### config.mk
export PLATFORM = sky130hd
export DESIGN_NAME = perif_uart_rx
export DESIGN_NICKNAME = d
export VERILOG_FILES = /design/src/rtl/perif_uart_pkg.sv /design/src/rtl/perif_uart_rx_fifo.sv /design/src/rtl/perif_uart_rx.sv
export SDC_FILE = /design/constraint.sdc
export NUM_CORES = 1
export LEC_CHECK = 0
export ABC_AREA = 0
export CAP_MARGIN = 0
export CORE_MARGIN = 2
export CORE_UTILIZATION = 55
export DETAILED_ROUTE_END_ITERATION = 6
export PLACE_DENSITY = 0.77
export SYNTH_ARGS = -nofsm -noshare
export SYNTH_HDL_FRONTEND = slang
export SYNTH_SLANG_ARGS = --single-unit
### constraint.sdc
create_clock -name i_clk -period 3.7 [get_ports i_clk]
set_input_delay 0.74 -clock i_clk [delete_from_list [all_inputs] [get_ports i_clk]]
set_output_delay 0.74 -clock i_clk [all_outputs]
set_load 0.03 [all_outputs]
### src/rtl/perif_uart_pkg.sv
// Shared UART definitions used by the RX and TX peripherals.
package perif_uart_pkg;

   localparam int unsigned UART_DATA_BITS = 8;

   typedef enum logic [1:0] {
      st_idle  = 2'd0,
      st_start = 2'd1,
      st_data  = 2'd2,
      st_stop  = 2'd3
   } uart_state_e;

endpackage

### src/rtl/perif_uart_rx_fifo.sv
// Small synchronous circular-buffer FIFO with combinational head read.
// A push while full is rejected unless a pop happens in the same cycle.
module perif_uart_rx_fifo #(
   parameter int unsigned p_depth = 4,
   parameter int unsigned p_width = 8
) (
   input  logic               i_clk,
   input  logic               i_rst,
   input  logic               i_push,
   input  logic [p_width-1:0] i_push_data,
   input  logic               i_pop,
   output logic [p_width-1:0] o_head,
   output logic               o_empty,
   output logic               o_full,
   output logic               o_overflow
);

   localparam int unsigned PTR_W = $clog2(p_depth);
   localparam int unsigned CNT_W = $clog2(p_depth + 1);

   logic [p_width-1:0] mem_q [p_depth];
   logic [PTR_W-1:0]   wr_ptr_q;
   logic [PTR_W-1:0]   rd_ptr_q;
   logic [CNT_W-1:0]   count_q;
   logic               pop_ok_s;
   logic               push_ok_s;

   // Qualify push/pop against occupancy and gate the head to zero when empty.
   always_comb begin
      o_empty    = (count_q == CNT_W'(1'b0));
      o_full     = (count_q == CNT_W'(p_depth));
      pop_ok_s   = i_pop && !o_empty;
      push_ok_s  = i_push && (!o_full || pop_ok_s);
      o_overflow = i_push && o_full && !pop_ok_s;
      if (o_empty) begin
         o_head = {p_width{1'b0}};
      end else begin
         o_head = mem_q[rd_ptr_q];
      end
   end

   // Storage, pointers and occupancy count.
   always_ff @(posedge i_clk) begin
      if (i_rst) begin
         for (int i = 0; i < int'(p_depth); i++) begin
            mem_q[i] <= {p_width{1'b0}};
         end
         wr_ptr_q <= PTR_W'(1'b0);
         rd_ptr_q <= PTR_W'(1'b0);
         count_q  <= CNT_W'(1'b0);
      end else begin
         if (push_ok_s) begin
            mem_q[wr_ptr_q] <= i_push_data;
            wr_ptr_q        <= wr_ptr_q + PTR_W'(1'b1);
         end
         if (pop_ok_s) begin
            rd_ptr_q <= rd_ptr_q + PTR_W'(1'b1);
         end
         case ({push_ok_s, pop_ok_s})
            2'b10:   count_q <= count_q + CNT_W'(1'b1);
            2'b01:   count_q <= count_q - CNT_W'(1'b1);
            default: count_q <= count_q;
         endcase
      end
   end

endmodule

### src/rtl/perif_uart_rx.sv
// UART 8N1 receiver: two-flop line synchronizer, mid-bit sampling FSM,
// receive FIFO and sticky framing-error / overflow flags.
module perif_uart_rx
   import perif_uart_pkg::*;
#(
   parameter int unsigned p_fifo_depth = 4
) (
   input  logic        i_clk,
   input  logic        i_rst,
   input  logic        i_en,
   input  logic [15:0] i_baudrate,
   input  logic        i_uart_rx,
   input  logic        i_rd_en,
   input  logic        i_clr_err,
   output logic [7:0]  o_rx_data,
   output logic        o_rx_valid,
   output logic        o_rx_full,
   output logic        o_frame_err,
   output logic        o_overflow,
   output logic        o_busy
);

   localparam int unsigned BIT_IDX_W = $clog2(UART_DATA_BITS);

   logic                      sync1_q;
   logic                      sync2_q;
   logic                      rx_s;
   uart_state_e               state_q;
   logic [15:0]               baud_cnt_q;
   logic [BIT_IDX_W-1:0]      bit_idx_q;
   logic [UART_DATA_BITS-1:0] shift_q;
   logic                      frame_err_q;
   logic                      frame_err_d;
   logic                      overflow_q;
   logic                      overflow_d;
   logic                      half_s;
   logic                      end_s;
   logic                      push_s;
   logic                      ferr_set_s;
   logic                      drop_s;
   logic                      fifo_empty_s;
   logic                      fifo_full_s;

   assign rx_s = sync2_q;

   // Bring the asynchronous line into the clock domain; idles high.
   always_ff @(posedge i_clk) begin
      if (i_rst) begin
         sync1_q <= 1'b1;
         sync2_q <= 1'b1;
      end else begin
         sync1_q <= i_uart_rx;
         sync2_q <= sync1_q;
      end
   end

   // Bit-timing strobes and the stop-bit decision (push or framing error).
   always_comb begin
      half_s     = (baud_cnt_q == (i_baudrate >> 1));
      end_s      = (baud_cnt_q == i_baudrate);
      push_s     = 1'b0;
      ferr_set_s = 1'b0;
      if (i_en && (state_q == st_stop) && end_s) begin
         if (rx_s) begin
            push_s = 1'b1;
         end else begin
            ferr_set_s = 1'b1;
         end
      end else begin
         push_s     = 1'b0;
         ferr_set_s = 1'b0;
      end
   end

   // Receive state machine: start validation, data sampling, stop check.
   always_ff @(posedge i_clk) begin
      if (i_rst) begin
         state_q    <= st_idle;
         baud_cnt_q <= 16'd0;
         bit_idx_q  <= BIT_IDX_W'(1'b0);
         shift_q    <= {UART_DATA_BITS{1'b0}};
      end else if (!i_en) begin
         state_q    <= st_idle;
         baud_cnt_q <= 16'd0;
         bit_idx_q  <= BIT_IDX_W'(1'b0);
      end else begin
         case (state_q)
            st_idle: begin
               baud_cnt_q <= 16'd0;
               if (!rx_s) begin
                  state_q <= st_start;
               end
            end
            st_start: begin
               if (half_s) begin
                  baud_cnt_q <= 16'd0;
                  bit_idx_q  <= BIT_IDX_W'(1'b0);
                  // A high line at mid start bit was only a glitch.
                  state_q    <= rx_s ? st_idle : st_data;
               end else begin
                  baud_cnt_q <= baud_cnt_q + 16'd1;
               end
            end
            st_data: begin
               if (end_s) begin
                  shift_q[bit_idx_q] <= rx_s;
                  baud_cnt_q         <= 16'd0;
                  if (bit_idx_q == BIT_IDX_W'(UART_DATA_BITS - 1)) begin
                     state_q <= st_stop;
                  end else begin
                     bit_idx_q <= bit_idx_q + BIT_IDX_W'(1'b1);
                  end
               end else begin
                  baud_cnt_q <= baud_cnt_q + 16'd1;
               end
            end
            st_stop: begin
               // Leave at mid stop bit to gain half a bit of resync margin.
               if (end_s) begin
                  baud_cnt_q <= 16'd0;
                  state_q    <= st_idle;
               end else begin
                  baud_cnt_q <= baud_cnt_q + 16'd1;
               end
            end
            default: begin
               state_q    <= st_idle;
               baud_cnt_q <= 16'd0;
            end
         endcase
      end
   end

   // Sticky flag next-state: a set event wins over a simultaneous clear.
   always_comb begin
      frame_err_d = frame_err_q;
      overflow_d  = overflow_q;
      if (ferr_set_s) begin
         frame_err_d = 1'b1;
      end else if (i_clr_err) begin
         frame_err_d = 1'b0;
      end else begin
         frame_err_d = frame_err_q;
      end
      if (drop_s) begin
         overflow_d = 1'b1;
      end else if (i_clr_err) begin
         overflow_d = 1'b0;
      end else begin
         overflow_d = overflow_q;
      end
   end

   // Sticky flag registers.
   always_ff @(posedge i_clk) begin
      if (i_rst) begin
         frame_err_q <= 1'b0;
         overflow_q  <= 1'b0;
      end else begin
         frame_err_q <= frame_err_d;
         overflow_q  <= overflow_d;
      end
   end

   perif_uart_rx_fifo #(
      .p_depth (p_fifo_depth),
      .p_width (UART_DATA_BITS)
   ) u_fifo (
      .i_clk       (i_clk),
      .i_rst       (i_rst),
      .i_push      (push_s),
      .i_push_data (shift_q),
      .i_pop       (i_rd_en),
      .o_head      (o_rx_data),
      .o_empty     (fifo_empty_s),
      .o_full      (fifo_full_s),
      .o_overflow  (drop_s)
   );

   assign o_rx_valid  = !fifo_empty_s;
   assign o_rx_full   = fifo_full_s;
   assign o_frame_err = frame_err_q;
   assign o_overflow  = overflow_q;
   assign o_busy      = (state_q != st_idle);

endmodule

==> impl_metrics.py, run 1 <==
metrics = {
    "yosys": {
        "synth.net_count": 377,
        "syn_inst": 350,
        "synth_area_leader_cell": "edfxtp_1",
        "synth_edf_count": 32,
        "ys.flop_type": "dfxtp_1",
        "yosysMostFrequentCell": "xor2_1",
        "synthTopCellsByArea": "edfxtp_1 (25%), dfxtp_1 (22%), xor2_1 (10%)",
        "syn_avg_cell_area_um2": 11.0,
        "yosysUniqueCellTypes": 47,
        "synthTopCellsByCount": "xor2_1 (46), dfxtp_1 (42), and2_1 (41)",
        "async_flop_share": 0,
        "synth_top_area_frac": 0.249,
        "yosysSeqAreaShare": 0.468,
        "yosysWarnings": 0,
        "syn-cell-area_um2": 3850,
        "synth_seq_cells": 74,
    },
    "floorplan": {
        "core-area_um2": 6790,
        "start_util": 0.567,
        "die-area_um2": 7690,
        "die_h_um": 87.7,
        "fp-row-count": 30,
        "die_x_um": 87.7,
        "num_io_pins": 35,
    },
    "flow_run": {
        "drv_cap": 0,
    },
    "clock_network": {
        "cts_made_buffers": 9,
        "htreeDepth": 3,
        "cts_buffer_depth": 2,
        "clock_latency_ns": 0.35,
        "cts_tree": "built",
        "clkTransAtPathRegs_ns": 0.08,
        "cts_setup_buffers": 0,
        "holdBufCountCts": 0,
        "cts_root_buf": "clkbuf_8",
        "ctsResizeCount": 0,
        "cts_sinks": 74,
    },
    "cells_and_area": {
        "fill_cells": 566,
        "seq_area_um2": 1800,
        "multiInputGateArea_um2": 1940,
        "area_growth_pct": 16.7,
        "fin_cells": 482,
        "drive_gt1_frac": 0.117,
        "nNetsFinal": 408,
        "diodes": 0,
    },
    "grt": {
        "grtUsageTotal": 0.214,
        "first_global_vias": 2677,
        "grt_max_degree": 21,
        "grt_first_pass_wirelength_um": 12600,
        "grt.overflow.total": 0,
        "antenna_found_initial": 0,
    },
    "sta": {
        "period_share": 0.849,
        "slew_headroom": 0.486,
        "rsz0062_at_grt": "no",
        "period_minus_slack_ns": 3.14,
        "tns_ns": 0,
        "worst_slew_pin_slew_ns": 0.764,
        "finalSetupViolCount": 0,
        "hold_viol": 0,
        "drv_slew": 0,
        "finClkSkew_ns": 0.00977,
        "fmaxAchievable_mhz": 319,
    },
    "drt": {
        "drc": 0,
        "wl_met1_um": 3230,
        "drtIter0Drc": 159,
        "wl_per_cell_um": 15.3,
        "drt-pass1-iter-count": 4,
        "wl_met3_um": 253,
        "top_layer": "met4",
        "wl_met2_um": 3800,
        "ant_nets": 0,
        "via_per_inst": 5.47,
        "num_vias": 2638,
        "routed_wl_um": 7400,
    },
    "worst_hold_path": {
        "worstHoldStart": "sync1_q",
        "holdCritPathClass": "register to register",
        "hold_end": "rx_s",
        "whs_path_depth": 1,
    },
    "placed_design": {
        "dpl.cell_count": 466,
        "portBuffers": 34,
        "post-dp-hpwl_um": 5380,
        "gp_congestion": 0.798,
    },
    "critical_path": {
        "worst-endpoint-arrival_ns": 3.42,
        "worstPathRequired_ns": 3.98,
        "critPathKind": "primary input to register",
        "cp-start-kind": "primary input",
        "max_stage_delay_ns": 0.46,
        "cp_slowest_cell": "clkdlybuf4s50_1",
        "cp_top_family": "simple AND/OR/NAND/NOR gates",
        "r2r_cells": 11,
        "cp-end-kind": "register",
        "worstPathMaxFanout": 11,
        "worstReg2RegStart": "baud_cnt_q[5]",
        "cp_common_cell": "xor2_1",
        "worstReg2RegEnd": "u_fifo.count_q[2]",
        "crit_chain": "clkdlybuf4s50_1 > xor2_1 > nor4_4 > nand4_4 > nor2_1 > nand2_1 > ha_1 > inv_1 > fa_1 > xor2_1 > or3_1 > a21oi_1",
        "reg2reg_setup_slack_ns": 0.93,
        "cp.buffers_inverters": 2,
    },
    "pwr": {
        "intPower_mw": 1.36,
        "p_leak_nw": 1.58,
        "power_density_nw_per_um2": 382,
        "comb_power_share": 0.050,
        "power.switching_mw": 0.359,
        "p_sw_frac": 0.209,
        "max-vdd-ir-drop_uv": 271,
        "pwr-share-clk": 0.439,
        "power_frac_seq": 0.510,
    },
    "run_status": {
        "outcome": "completed",
    },
}
sequential cells by signal, summed over array words and instances (netlist names), named ones only:
register         flops
shift_q              8
u_fifo.mem_q        32
sync1_q              1
state_q              1
bit_idx_q            3
u_fifo.rd_ptr_q      2
u_fifo.count_q       3
u_fifo.wr_ptr_q      2
rx_s                 1
baud_cnt_q          16
o_frame_err          1
o_overflow           1
final cells by class:
cell class | count | area share
Clock buffer | 9 | 0.0275
Clock inverter | 7 | 0.0259
Inverter | 7 | 0.00584
Multi-Input combinational cell | 251 | 0.431
Sequential cell | 74 | 0.401
Tap cell | 96 | 0.0267
Timing Repair Buffer | 38 | 0.0823
cell families after synthesis:
logic type               after synthesis  synth area share
AO/OA/AOI/OAI                         23            0.0419
XOR/XNOR                              49             0.111
adder cells (fa/ha/maj)                5            0.0182
buffers and inverters                 25            0.0292
flip-flops                            74             0.468
multiplexers                          18            0.0727
AND/OR/NAND/NOR                      156             0.259
layer usage:
metal,global-route usage,up-vias
li1,-,1294
met1,0.266,1276
met2,0.368,56
met3,0.0368,12
met4,0.0881,0
met5,0,-
cell usage in the layout, fill, tap and decap left out, types with 5 or more instances in the layout:
| cell | count |
|---|---|
| a21oi_1 | 7 |
| and2_1 | 41 |
| clkbuf_8 | 9 |
| clkdlybuf4s50_1 | 34 |
| dfxtp_1 | 42 |
| edfxtp_1 | 32 |
| inv_1 | 7 |
| mux2i_1 | 10 |
| mux4_2 | 8 |
| nand2_1 | 12 |
| nand2b_1 | 14 |
| nand3_1 | 9 |
| nand4_1 | 6 |
| nor2_1 | 29 |
| nor4_1 | 5 |
| xor2_1 | 46 |
power by group through the flow:
| stage | clock network [mW] | registers (mW) | logic (mW) |
|---|---|---|---|
| floorplan | 0 | 0.891 | 0.0491 |
| global placement | 0 | 0.895 | 0.0851 |
| detailed placement | 0 | 0.896 | 0.0869 |
| CTS | 0.764 | 0.877 | 0.0878 |
| global route | 0.804 | 0.879 | 0.0932 |
| finish | 0.755 | 0.877 | 0.0866 |
worst reg2reg max path, delay by kind of cell, from the launching register on:
kind,cells,cell delay [ns]
and+or+nand+nor,5,1.31
DFF,1,0.53
adders and majority gates,2,0.41
xor gates and xnor gates,2,0.23
AOI/OAI and AO/OA,1,0.15
buffers and inverters,1,0.08
worst max-delay path by stage:
| stage | start | cells past startpoint | slack, ns | endpoint |
|---|---|---|---|---|
| 2_1_floorplan | i_baudrate[12] | 12 | 0.83 | u_fifo.count_q[2] |
| 3_3_place_gp | i_baudrate[12] | 12 | 0.35 | u_fifo.count_q[2] |
| 3_5_place_dp | i_baudrate[12] | 12 | 0.20 | u_fifo.count_q[2] |
| 4_1_cts | register | 3 | 0.56 | o_rx_data[3] |
| 5_1_grt | i_baudrate[12] | 12 | 0.35 | u_fifo.count_q[2] |
| 6_report | i_baudrate[5] | 12 | 0.56 | u_fifo.count_q[2] |
metrics by stage:
stage	util	cell area, µm²	power (mW)	hold WS [ns]	setup slack (ns)
detailed placement	0.627	4260	0.983	0.404	0.204
CTS	0.662	4500	1.73	0.423	0.561
floorplan	-	3850	0.940	0.389	0.831
finish	0.662	4500	1.72	0.416	0.561
global placement	0.627	4260	0.980	0.394	0.350
global route	0.662	4500	1.78	0.433	0.351
Power figures use the tool's default switching activity.
==> run 2: changes to the inputs <==
- CORE_UTILIZATION: 55 -> 52
- PLACE_DENSITY: 0.77 -> 0.76
- clock period: 3.7 -> 2.8 ns (I/O delays scaled with it)
==> impl_metrics.py, run 2 (synthesis results as in run 1) <==
metrics = {
    "grt": {
        "grt_first_pass_wirelength_um": 12900,
        "grt_max_degree": 25,
        "grt.overflow.total": 0,
        "grtUsageTotal": 0.199,
        "first_global_vias": 2733,
        "antenna_found_initial": 0,
    },
    "placed_design": {
        "place_ws_ns": -0.233,
        "portBuffers": 34,
        "dpl.cell_count": 499,
        "place_area_um2": 4550,
        "gp_congestion": 0.799,
        "post-dp-hpwl_um": 5570,
    },
    "floorplan": {
        "die_h_um": 90.1,
        "die-area_um2": 8120,
        "num_io_pins": 35,
        "core-area_um2": 7210,
        "start_util": 0.534,
        "die_x_um": 90.1,
        "fp-row-count": 31,
    },
    "clock_network": {
        "cts_buffer_depth": 2,
        "clkTransAtPathRegs_ns": 0.08,
        "htreeDepth": 3,
        "cts_sinks": 74,
        "cts_root_buf": "clkbuf_8",
        "holdBufCountCts": 0,
        "cts_tree": "built",
        "clock_latency_ns": 0.35,
        "cts_made_buffers": 9,
    },
    "drt": {
        "drt-pass1-iter-count": 4,
        "drtIter0Drc": 90,
        "routed_wl_um": 7660,
        "num_vias": 2737,
        "ant_nets": 0,
        "via_per_inst": 5.31,
        "wl_per_cell_um": 14.9,
        "drc": 0,
    },
    "pwr": {
        "p_leak_nw": 1.74,
        "max-vdd-ir-drop_uv": 382,
        "total_power_mw": 2.19,
        "power_density_nw_per_um2": 458,
    },
    "cells_and_area": {
        "seq_area_um2": 1800,
        "fill_cells": 565,
        "final_cell_mix": "xor2_1 (46), dfxtp_1 (42), and2_1 (41)",
        "fin_cells": 515,
        "design_area_um2": 4770,
        "diodes": 0,
        "nNetsFinal": 438,
        "area_growth_pct": 23.9,
        "top_register": "u_fifo.mem_q",
        "largest_register_ffs": 32,
        "final_common_cell": "xor2_1",
        "reg_top3": "u_fifo.mem_q x32, baud_cnt_q x16, shift_q x8",
        "multiInputGateArea_um2": 1960,
        "fin_util": 0.662,
        "drive_gt1_frac": 0.185,
    },
    "sta": {
        "fmaxAchievable_mhz": 369,
        "period_share": 0.969,
        "slew_headroom": 0.619,
        "worst_slack_ns": 0.0881,
        "period_minus_slack_ns": 2.71,
        "worst_slew_pin_slew_ns": 0.570,
        "hold_viol": 0,
        "finalSetupViolCount": 0,
        "finClkSkew_ns": 0.0124,
        "drv_slew": 0,
        "rsz0062_at_grt": "no",
    },
    "critical_path": {
        "cp-end-kind": "primary output",
        "critPathKind": "register to primary output",
        "cp-start-kind": "register",
        "worstPathRequired_ns": 2.24,
        "worst-endpoint-arrival_ns": 2.15,
        "worstPathMaxFanout": 8,
    },
    "run_status": {
        "outcome": "completed",
    },
    "worst_hold_path": {
        "holdCritPathClass": "register to register",
    },
    "flow_run": {
        "drv_cap": 0,
    },
}
run 2: cell types whose count changed in the layout (fill, tap and decap cells not counted), moves of 2 or more:
cell,before,now
buf_4,4,29
bufinv_16,3,1
buf_12,0,5
inv_6,1,3
run 2: final timing paths:
kind	startpoint	end	slack, ns	depth (start not counted)
setup / recovery	register	o_rx_data[4]	0.09	4
hold / removal	sync1_q	rx_s	0.42	1
setup reg to reg	baud_cnt_q[6]	u_fifo.count_q[2]	0.48	11
hold reg to reg	sync1_q	rx_s	0.42	1
run 2: area by class of cell:
class,count,area share
Clock buffer,9,0.0260
Clock inverter,7,0.0176
Inverter,7,0.00550
Multi-Input combinational cell,251,0.410
Sequential cell,74,0.377
Tap cell,99,0.0260
Timing Repair Buffer,68,0.138
run 2: repair_timing:
item                       CTS  global route
resized for setup            0             3
setup buffers                0             0
setup endpoints to repair    0             2
run 2: per-layer routing:
metal  GRT usage  up-vias  wire, µm
met3      0.0503        6       282
met4      0.0538        0        65
met5           0        -         0
met2       0.351       54      3960
li1            -     1351         -
met1       0.242     1326      3360
run 2: power by group:
part           switching, mW  internal (mW)  total (mW)
Combinational         0.0626         0.0825       0.145
Clock                  0.454          0.429       0.883
Sequential            0.0114           1.15        1.16
Total                  0.528           1.66        2.19
run 2: stage by stage:
stage	setup TNS (ns)	hold WS [ns]
after floorplan	0	0.389
after global placement	-1.23	0.392
after detailed placement	-2.07	0.400
after CTS	0	0.421
after global routing	0	0.443
final	0	0.417
run 2: critical path, cell delays in order, from the launching register on:
cell             delay, ns
dfxtp_1               0.32
buf_4                 0.21
mux4_2                0.53
and2_1                0.17
clkdlybuf4s50_1       0.58
==> run 3: changes to the inputs <==
- CTS_CLUSTER_SIZE: not set -> 28
==> results of run 3 <==
Final layout, timing and power as in run 2 (identical DEF).
